$ cat config.mk
export PLATFORM = sky130hd
export DESIGN_NAME = regfile_write_arbiter_flat
export DESIGN_NICKNAME = d
export VERILOG_FILES = /design/src/rtl/regfile_write_arbiter_if.sv /design/src/rtl/regfile_write_arbiter.sv /design/src/flat_wrapper.sv
export SDC_FILE = /design/constraint.sdc
export NUM_CORES = 1
export LEC_CHECK = 0
export CAP_MARGIN = 5
export CORE_MARGIN = 3
export CORE_UTILIZATION = 35
export DETAILED_ROUTE_END_ITERATION = 10
export HOLD_SLACK_MARGIN = 0.08
export PLACE_DENSITY = 0.77
export SYNTH_ARGS = -nofsm -noshare
export SYNTH_HDL_FRONTEND = slang
export SYNTH_SLANG_ARGS = --single-unit
$ cat constraint.sdc
create_clock -name clk -period 1.65 [get_ports clk]
set_input_delay 0.33 -clock clk [delete_from_list [all_inputs] [get_ports clk]]
set_output_delay 0.33 -clock clk [all_outputs]
set_load 0.1 [all_outputs]
$ cat src/rtl/regfile_write_arbiter_if.sv
// Bundle between the two writeback requesters, the arbiter, and the register-file write port.
// Requesters drive through the master modport; the arbiter owns the slave modport.
interface regfile_write_arbiter_if #(
   parameter int ADDR_WIDTH = 5,
   parameter int DATA_WIDTH = 32
);
   logic                  freeze;
   logic                  req0_valid;
   logic                  req0_lock;
   logic [ADDR_WIDTH-1:0] req0_addr;
   logic [DATA_WIDTH-1:0] req0_data;
   logic                  req0_ready;
   logic                  req1_valid;
   logic                  req1_lock;
   logic [ADDR_WIDTH-1:0] req1_addr;
   logic [DATA_WIDTH-1:0] req1_data;
   logic                  req1_ready;
   logic                  wr_enable;
   logic [ADDR_WIDTH-1:0] wr_addr;
   logic [DATA_WIDTH-1:0] wr_data;
   logic                  last_grant;
   logic [7:0]            drop_count;

   modport master (
      output freeze,
      output req0_valid, req0_lock, req0_addr, req0_data,
      output req1_valid, req1_lock, req1_addr, req1_data,
      input  req0_ready, req1_ready,
      input  wr_enable, wr_addr, wr_data, last_grant, drop_count
   );

   modport slave (
      input  freeze,
      input  req0_valid, req0_lock, req0_addr, req0_data,
      input  req1_valid, req1_lock, req1_addr, req1_data,
      output req0_ready, req1_ready,
      output wr_enable, wr_addr, wr_data, last_grant, drop_count
   );
endinterface

$ cat src/rtl/regfile_write_arbiter.sv
// Round-robin arbiter with locked bursts for the register-file write port; 1-cycle latency to wr_*.
// Backpressure: ready is a combinational grant, withheld while frozen, in reset, or locked to the other side.
module regfile_write_arbiter #(
   parameter int ADDR_WIDTH = 5,
   parameter int DATA_WIDTH = 32
) (
   input  logic                    clk,
   input  logic                    reset_n,
   regfile_write_arbiter_if.slave  bus
);
   typedef enum logic [1:0] {IDLE, LOCK0, LOCK1} state_t;

   state_t                state_q, state_d;
   logic                  last_grant_q, last_grant_d;
   logic                  wr_enable_q, wr_enable_d;
   logic [ADDR_WIDTH-1:0] wr_addr_q, wr_addr_d;
   logic [DATA_WIDTH-1:0] wr_data_q, wr_data_d;
   logic [7:0]            drop_count_q, drop_count_d;

   logic                  gnt0, gnt1, xfer, sel_lock;
   logic [ADDR_WIDTH-1:0] sel_addr;
   logic [DATA_WIDTH-1:0] sel_data;

   always_comb begin
      gnt0 = 1'b0;
      gnt1 = 1'b0;
      if (reset_n && !bus.freeze) begin
         case (state_q)
            IDLE: begin
               if (bus.req0_valid && bus.req1_valid) begin
                  // Tie goes to whoever did not win last time.
                  gnt0 = last_grant_q;
                  gnt1 = !last_grant_q;
               end else begin
                  gnt0 = bus.req0_valid;
                  gnt1 = bus.req1_valid;
               end
            end
            LOCK0:   gnt0 = bus.req0_valid;
            LOCK1:   gnt1 = bus.req1_valid;
            default: ;
         endcase
      end
   end

   assign bus.req0_ready = gnt0;
   assign bus.req1_ready = gnt1;

   always_comb begin
      xfer         = gnt0 | gnt1;
      sel_lock     = gnt1 ? bus.req1_lock : bus.req0_lock;
      sel_addr     = gnt1 ? bus.req1_addr : bus.req0_addr;
      sel_data     = gnt1 ? bus.req1_data : bus.req0_data;
      state_d      = state_q;
      last_grant_d = last_grant_q;
      wr_enable_d  = 1'b0;
      wr_addr_d    = wr_addr_q;
      wr_data_d    = wr_data_q;
      drop_count_d = drop_count_q;
      if (xfer) begin
         last_grant_d = gnt1;
         if (sel_lock) begin
            state_d = gnt1 ? LOCK1 : LOCK0;
         end else begin
            state_d = IDLE;
         end
         if (sel_addr != '0) begin
            wr_enable_d = 1'b1;
            wr_addr_d   = sel_addr;
            wr_data_d   = sel_data;
         end else if (drop_count_q != 8'hFF) begin
            drop_count_d = drop_count_q + 8'd1;
         end
      end
   end

   always_ff @(posedge clk or negedge reset_n) begin
      if (!reset_n) begin
         state_q      <= IDLE;
         last_grant_q <= 1'b1;
         wr_enable_q  <= 1'b0;
         wr_addr_q    <= '0;
         wr_data_q    <= '0;
         drop_count_q <= 8'd0;
      end else begin
         state_q      <= state_d;
         last_grant_q <= last_grant_d;
         wr_enable_q  <= wr_enable_d;
         wr_addr_q    <= wr_addr_d;
         wr_data_q    <= wr_data_d;
         drop_count_q <= drop_count_d;
      end
   end

   assign bus.wr_enable  = wr_enable_q;
   assign bus.wr_addr    = wr_addr_q;
   assign bus.wr_data    = wr_data_q;
   assign bus.last_grant = last_grant_q;
   assign bus.drop_count = drop_count_q;
endmodule

$ cat src/flat_wrapper.sv
// flat-port wrapper written by rule: the top's interface ports become plain ports
module regfile_write_arbiter_flat 
#(
   parameter int ADDR_WIDTH = 5,
   parameter int DATA_WIDTH = 32
)
  (clk, reset_n, bus_freeze, bus_req0_valid, bus_req0_lock, bus_req0_addr, bus_req0_data, bus_req1_valid, bus_req1_lock, bus_req1_addr, bus_req1_data, bus_req0_ready, bus_req1_ready, bus_wr_enable, bus_wr_addr, bus_wr_data, bus_last_grant, bus_drop_count);
  regfile_write_arbiter_if #(.ADDR_WIDTH(ADDR_WIDTH), .DATA_WIDTH(DATA_WIDTH)) bus_i ();
  input  logic clk;
  input  logic reset_n;
  input wire logic [$bits(bus_i.freeze)-1:0] bus_freeze;
  input wire logic [$bits(bus_i.req0_valid)-1:0] bus_req0_valid;
  input wire logic [$bits(bus_i.req0_lock)-1:0] bus_req0_lock;
  input wire logic [$bits(bus_i.req0_addr)-1:0] bus_req0_addr;
  input wire logic [$bits(bus_i.req0_data)-1:0] bus_req0_data;
  input wire logic [$bits(bus_i.req1_valid)-1:0] bus_req1_valid;
  input wire logic [$bits(bus_i.req1_lock)-1:0] bus_req1_lock;
  input wire logic [$bits(bus_i.req1_addr)-1:0] bus_req1_addr;
  input wire logic [$bits(bus_i.req1_data)-1:0] bus_req1_data;
  output wire logic [$bits(bus_i.req0_ready)-1:0] bus_req0_ready;
  output wire logic [$bits(bus_i.req1_ready)-1:0] bus_req1_ready;
  output wire logic [$bits(bus_i.wr_enable)-1:0] bus_wr_enable;
  output wire logic [$bits(bus_i.wr_addr)-1:0] bus_wr_addr;
  output wire logic [$bits(bus_i.wr_data)-1:0] bus_wr_data;
  output wire logic [$bits(bus_i.last_grant)-1:0] bus_last_grant;
  output wire logic [$bits(bus_i.drop_count)-1:0] bus_drop_count;
  assign bus_i.freeze = bus_freeze;
  assign bus_i.req0_valid = bus_req0_valid;
  assign bus_i.req0_lock = bus_req0_lock;
  assign bus_i.req0_addr = bus_req0_addr;
  assign bus_i.req0_data = bus_req0_data;
  assign bus_i.req1_valid = bus_req1_valid;
  assign bus_i.req1_lock = bus_req1_lock;
  assign bus_i.req1_addr = bus_req1_addr;
  assign bus_i.req1_data = bus_req1_data;
  assign bus_req0_ready = bus_i.req0_ready;
  assign bus_req1_ready = bus_i.req1_ready;
  assign bus_wr_enable = bus_i.wr_enable;
  assign bus_wr_addr = bus_i.wr_addr;
  assign bus_wr_data = bus_i.wr_data;
  assign bus_last_grant = bus_i.last_grant;
  assign bus_drop_count = bus_i.drop_count;
  regfile_write_arbiter #(.ADDR_WIDTH(ADDR_WIDTH), .DATA_WIDTH(DATA_WIDTH)) u_core (.clk(clk), .reset_n(reset_n), .bus(bus_i));
endmodule
==> run summary, run 1 <==
H-Tree Depth: 2
Die ar.: 7680 µm²
Post-Route WL: 8610 µm
share of post-route cells with drive strength above 1: 41.0%
WL per Instance: 17.3 µm
worst-path fanout max: 4
Root Driver: clkbuf_8
fin crit period: 1.93 ns
Max-slew headroom: 74.9%
met3 routed WL: 567 µm
WS Path Type: reg2reg
Mean Syn Cell Area: 8.94 µm²
Reg clk slew, reported paths: 0.09 ns
TritonCTS clock tree: done
GRT Util Overall: 22.2%
vias in the first global route: 2,735
Lkg Pwr: 2.12 nW
Setup crit start kind: flip-flop
required time of the critical path: 1.83 ns
first-pass GRT wire length: 13,300 µm
Synth Instances: 261
syn_nets: 343
initial DRC count: 74
Net Sw Power: 5.56 mW
clk_lat worst skew: 0.29 ns
status: finished, violations left
Seq pwr share: 22.0%
Mapped Area: 2330 µm²
largest net degree at the start of global routing: 27
Routed met1 length: 3180 µm
Remaining DRCs: 0
synth-to-layout area growth: 119%
Least-Margin Pin Slew: 0.375 ns
Syn. warnings: 0
Critical Path AT: 2.11 ns
worst slack, placed: -0.861 ns
final hold vios: 0
total number of vias: 2,533
IO Pins: 130
placed cells: 478
fin cells: 497
Pint: 4.91 mW
clk sink count: 49
Peak VDD IR: 1180 µV
Core Box Area: 6420 µm²
Antenna Cells: 0
CTS buffer count: 5
vias per inst: 5.10
routed wl met2: 4700 µm
grt total ovfl: 0
final setup vio count: 48
drt pass-1 iters: 4
violated checks: negative setup slack
combinational power share: 69.4%
Die X: 87.7 µm
final cycle utilization of the critical path: 117%
max-cap check violation count: 0
Layout Skew: 0.00479 ns
R2R Setup Slk: -0.28 ns
starting density of the core: 36.3%
die height: 87.7 µm
Max Slew Vio Count: 0
Final WS setup: -0.282 ns
GP Congestion: 0.868
Nets: 501
sw frac: 53.1%
Yosys reg bits: 49
antenna violations before repair: 0
most common cell after layout, fill and taps aside: nand2_1
Max Clock Freq: 518 MHz
CP endpoint kind: flip-flop
port buffer count: 129
Core Rows: 29
maximum clock path buffer count: 2
Routed Antenna Nets: 0
RSZ-0062 raised after global routing: yes
pwr dens: 2050 nW/µm²
clock network power share: 8.6%
highest metal used: met4
sequential share of the synthesized area: 52.6%
Synth cell types: 36
commonest cells after routing, fill and taps aside: 76 x nand2_1, 68 x clkdlybuf4s50_1, 50 x buf_12
dpl hpwl: 5990 µm
Hold WC Path Type: in2async
[timing repair]
action,in CTS,in global routing
setup endpoints to repair,48,49
hold endpoints to repair,0,0
resized for setup,68,33
hold buffers,0,0
pin swaps,19,5
cloned,3,0
setup buffers,7,2
[path summary, 6_finish.rpt]
check,start,depth (start not counted),to
max reg2reg,u_core.bus.last_grant,5,u_core.bus.drop_count[1]
max in group asynchronous,reset_n,2,u_core.bus.drop_count[1]
max,u_core.bus.last_grant,5,u_core.bus.drop_count[1]
min reg2reg,u_core.bus.drop_count[7],1,u_core.bus.drop_count[7]
min in group clk,bus_req1_addr[0],3,u_core.bus.wr_addr[0]
min,reset_n,2,u_core.bus.wr_data[29]
[power by group through the flow]
stage / logic, mW / clock network [mW] / registers [mW]
6_report: 7.27 / 0.899 / 2.30
2_1_floorplan: 0.721 / 0 / 5.43
4_1_cts: 6.97 / 0.917 / 2.27
3_5_place_dp: 6.72 / 0 / 2.27
3_3_place_gp: 6.65 / 0 / 2.23
5_1_grt: 7.51 / 0.962 / 2.36
[flip-flops by register name, summed over array words and instances, names as in the netlist]
| signal | cells |
|---|---|
| u_core.bus.last_grant | 1 |
| u_core.bus.wr_addr | 5 |
| u_core.bus.drop_count | 8 |
| u_core.bus.wr_data | 32 |
| u_core.bus.wr_enable | 1 |
| u_core.state_q | 2 |
[per-stage QoR]
stage          hold WS, ns  instance area (µm²)  power [mW]  setup TNS [ns]  util (%)
3_3_place_gp         0.382                 4410        8.88          -29.37      68.7
6_report             0.108                 5100        10.5          -10.69      79.4
4_1_cts              0.101                 4870        10.2           -9.57      75.8
5_1_grt              0.124                 5100        10.8          -14.59      79.4
3_5_place_dp         0.392                 4410        8.99          -33.55      68.7
2_1_floorplan       0.0344                 2410        6.15          -12.11         -
[layout make-up]
| type | count | area [µm²] |
|---|---|---|
| repair buffers | 167 | 2150 |
| multi-input cells | 191 | 1460 |
| well taps | 77 | 96.3 |
| clock inverters | 2 | 37.5 |
| inverters | 5 | 18.8 |
| fillers | 392 | 1320 |
| clock buffers | 6 | 82.6 |
| flip-flops and latches | 49 | 1260 |
[cells in the mapped netlist]
cell type   n  area, µm²
nand3_1     4       20.0
clkbuf_1    9       33.8
dfrtp_1    48       1200
xor2_1      5       43.8
and4bb_2    1       12.5
buf_1       1       3.75
nor2_1     41        154
mux2_2      1       11.3
a21oi_1     1       5.00
or2b_2      2       17.5
xnor2_1     2       17.5
nand3b_1    1       7.51
a21bo_2     1       10.0
a31oi_1    36        225
a22o_1      1       8.76
o2111ai_4   1       26.3
ha_1        1       12.5
buf_2       6       30.0
mux2i_1     1       10.0
o22ai_1     1       6.26
nor3_2      1       10.0
nand4bb_1   1       11.3
nor3_1      2       10.0
nor4b_4     1       23.8
o21ai_0     1       5.00
and2b_2     1       8.76
or4_4       1       11.3
nor4_4      1       21.3
inv_1       5       18.8
or3_1       1       6.26
nand2b_1    1       6.26
or4_1       1       7.51
nand2_1    77        289
a211oi_2    1       12.5
dfstp_2     1       26.3
o22a_1      1       8.76
[worst max-delay path, stage by stage (launching register included)]
cell and delay [ns]:
dfstp_4 0.62, nand3b_1 0.18, a211oi_4 0.33, o2111ai_4 0.23
buf_6 0.18, mux2_4 0.28
[layer usage]
layer  vias up  global-route usage (%)
met4         0                    6.97
met1      1227                    24.3
li1       1195                       -
met3        12                    4.99
met5         -                       0
met2        99                    42.2
[kinds of logic (layout without fill, tap and decap cells)]
logic type | count (synthesis) | after routing | synth area share [%]
AOI/OAI and AO/OA | 44 | 44 | 13.2
xor gates and xnor gates | 7 | 7 | 2.63
adders and majority gates | 1 | 1 | 0.536
buffers and inverters | 21 | 180 | 3.70
DFF | 49 | 49 | 52.6
muxes | 2 | 2 | 0.912
and+or+nand+nor | 137 | 137 | 26.4
(Power assumes the default switching activity.)
==> inputs of run 2 (changes only) <==
Settings changed: ABC_AREA set to 1, CORE_UTILIZATION 35 to 37.
==> run 2 against run 1 <==
Synthesized cell count is 46% higher. Sequential power is 2% higher. Die area rose by 8.0%. The run still ends with negative setup slack left. Critical path type unchanged. Largest power group unchanged. Final area is 7.8% higher. Flip-flop and latch count unchanged. Clock-buffer cell count did not move. Hold slack improved by 0.076 ns. Register-to-register slack about the same. Highest routed layer unchanged.
==> run summary, run 2 <==
clk sink count: 49 (unchanged)
sequential share of the synthesized area: 45.8% (-6.8 points)
share of post-route cells with drive strength above 1: 32.2% (-8.8 points)
Max Slew Vio Count: 0 (unchanged)
starting density of the core: 38.8% (+2.5 points)
WL per Instance: 15.5 µm (-11%)
Hold WC Path Type: in2async
Die ar.: 8300 µm² (+8.0%)
Antenna Cells: 0 (unchanged)
Fin Setup TNS: -11.04 ns (-0.353 ns)
sequential standard cell area: 1250 µm² (-0.80%)
final setup vio count: 49 (+2.1%)
WS Path Type: reg2reg
IO Pins: 130 (unchanged)
Commonest cells post-synth: 213 x nand2_1, 48 x dfrtp_1, 42 x nand3_1
RSZ-0062 raised after global routing: yes
vias in the first global route: 3,207 (+17%)
syn_nets: 462 (+35%)
first-pass GRT wire length: 15,700 µm (+18%)
synth-to-layout area growth: 105%
antenna violations before repair: 0 (unchanged)
commonest cells after routing, fill and taps aside: 180 x nand2_1, 76 x clkdlybuf4s50_1, 56 x buf_12
Root Driver: clkbuf_8
die height: 91.1 µm (+3.9%)
Layout Skew: 0.00452 ns (-0.000278 ns)
H-Tree Depth: 2 (unchanged)
Max-slew headroom: 59.2% (-16 points)
Core Box Area: 6910 µm² (+7.5%)
final hold vios: 0 (unchanged)
initial DRC count: 105 (+42%)
final cycle utilization of the critical path: 116% (-0.82 points)
grt total ovfl: 0 (unchanged)
max-cap check violation count: 0 (unchanged)
Routed Antenna Nets: 0 (unchanged)
Max Clock Freq: 521 MHz (+0.71%)
clk_lat worst skew: 0.29 ns (about the same)
Yosys reg bits: 49 (unchanged)
cells on worst reg2reg path: 12 (+7)
multi-input logic area: 1480 µm² (+1.0%)
Critical Path AT: 2.10 ns (about the same)
TritonCTS clock tree: done
Final WS setup: -0.268 ns (+0.0135 ns)
Remaining DRCs: 0 (unchanged)
Post-synth ARST share: 100% (unchanged)
Die X: 91.1 µm (+3.9%)
GRT Util Overall: 23.6% (+1.4 points)
pwr dens: 1950 nW/µm² (-5.2%)
Reg-to-Reg Start: u_core.bus.last_grant
R2R Setup Slk: -0.27 ns (about the same)
Synth area leaders: dfrtp_1 45%, nand2_1 30%, nand3_1 7.8%
Lkg Pwr: 2.74 nW (+29%)
Placed Area: 4790 µm² (+8.5%)
fin crit period: 1.92 ns (-0.0135 ns)
Nets: 641 (+28%)
dpl hpwl: 6440 µm (+7.6%)
most common cell after layout, fill and taps aside: nand2_1
WHS: 0.184 ns (+0.0758 ns)
most numerous cell in the Yosys netlist: nand2_1
CP endpoint kind: flip-flop
Mean Syn Cell Area: 7.05 µm² (-21%)
Reg clk slew, reported paths: 0.08 ns (about the same)
Synth Flop Type: dfrtp_1
Synth cell types: 20 (-44%)
Synth area leader: dfrtp_1
largest net degree at the start of global routing: 48 (+78%)
GP Congestion: 0.832 (-4.2%)
required time of the critical path: 1.83 ns (about the same)
Least-Margin Pin Slew: 0.613 ns (+0.237 ns)
Peak VDD IR: 817 µV (-31%)
worst-path fanout max: 10 (+6)
Post-Route WL: 10,100 µm (+18%)
design area: 5500 µm² (+7.8%)
port buffer count: 129 (unchanged)
Post-synth EDFFs: 0 (unchanged)
Syn. warnings: 0 (unchanged)
maximum clock path buffer count: 2 (unchanged)
drt pass-1 iters: 4 (unchanged)
fillcell total: 441 (+13%)
status: finished, violations left
vias per inst: 4.90 (-3.9%)
Core Rows: 30 (+3.4%)
CTS buffer count: 5 (unchanged)
Synth Instances: 380 (+46%)
Setup crit start kind: flip-flop
max reg flops: 32 (unchanged)
Mapped Area: 2680 µm² (+15%)
worst slack, placed: -0.499 ns (+0.362 ns)
top-area cell type share of the netlist area: 44.8% (-6.6 points)
total number of vias: 3,207 (+27%)
violated checks: negative setup slack
Critical R2R Capture: u_core.bus.wr_data[31]
## run 2: changes by cell type in the layout (fill, tap and decap cells not counted), sizes merged, moves of 4 or more
cell           previous run  this run
nand4                     0         7
inv                       5        19
nand2                    77       215
nand3                     4        44
a31oi                    36         0
nor2                     41        14
buf                      91       110
dlygate4sd2               7         3
clkdlybuf4s50            68        76
## run 2: stage by stage
step / utilization [%] / power (mW) / instances
final: 79.6 / 10.7 / 655
after global routing: 79.6 / 11.0 / 655
after global placement: 69.3 / 9.27 / 622
after floorplan: - / 6.35 / 380
after detailed placement: 69.3 / 9.39 / 622
after CTS: 76.8 / 10.5 / 650
## run 2: power breakdown
group	total [mW]	switching, mW	internal (mW)	leakage [nW]
combinational	7.70	4.84	2.86	2.09
sequential	2.34	0.612	1.73	0.608
clock	0.667	0.378	0.289	0.0410
## run 2: cells by family after synthesis
family,Yosys count,share of synthesized area [%]
fa+ha+maj,1,0.467
xor+xnor,6,1.96
buf+inv,38,7.57
compound gates,4,0.747
simple gates,282,43.4
flops,49,45.8
## run 2: layout make-up
class | count | area share, %
repair buffers | 191 | 45.5
multi-input cells | 293 | 26.8
flip-flops and latches | 49 | 22.7
well taps | 96 | 2.19
inverters | 19 | 1.39
clock buffers | 6 | 1.32
clock inverters | 1 | 0.0911
## run 2: critical path, stage by stage, from the launching register on
cell	delay [ns]
dfstp_4	0.64
nand3_4	0.09
buf_4	0.16
nand3_1	0.10
nand2_2	0.07
inv_2	0.10
nor2_4	0.06
nand2_4	0.09
nand2_4	0.08
buf_4	0.15
buf_12	0.14
nand2_1	0.06
nand2_1	0.07
## run 2: repair_timing
| item | 4_1_cts | 5_1_grt |
|---|---|---|
| buffers inserted | 14 | 5 |
| hold buffers | 1 | 0 |
| pin swaps | 4 | 14 |
| gates cloned | 6 | 1 |
| endpoints found under the hold margin | 1 | 0 |
| gates resized for setup | 50 | 39 |
| endpoints found under the setup margin | 48 | 49 |
## run 2: worst max path at each step
stage / startpoint / end / depth (start not counted)
after floorplan: u_core.bus.last_grant / u_core.bus.wr_addr[0] / 12
after global placement: bus_freeze / u_core.bus.drop_count[0] / 13
after detailed placement: bus_freeze / u_core.bus.wr_data[26] / 13
after CTS: u_core.bus.last_grant / bus_req0_ready / 6
after global routing: u_core.bus.last_grant / u_core.bus.wr_data[31] / 12
final: u_core.bus.last_grant / u_core.bus.wr_data[31] / 12
## run 2: layer usage
layer | vias to the layer above | wire length, µm | GRT usage, %
li1 | 1538 | - | -
met1 | 1519 | 3730 | 26.9
met2 | 125 | 5550 | 45.0
met3 | 25 | 586 | 4.31
met4 | 0 | 268 | 5.78
met5 | - | 0 | 0
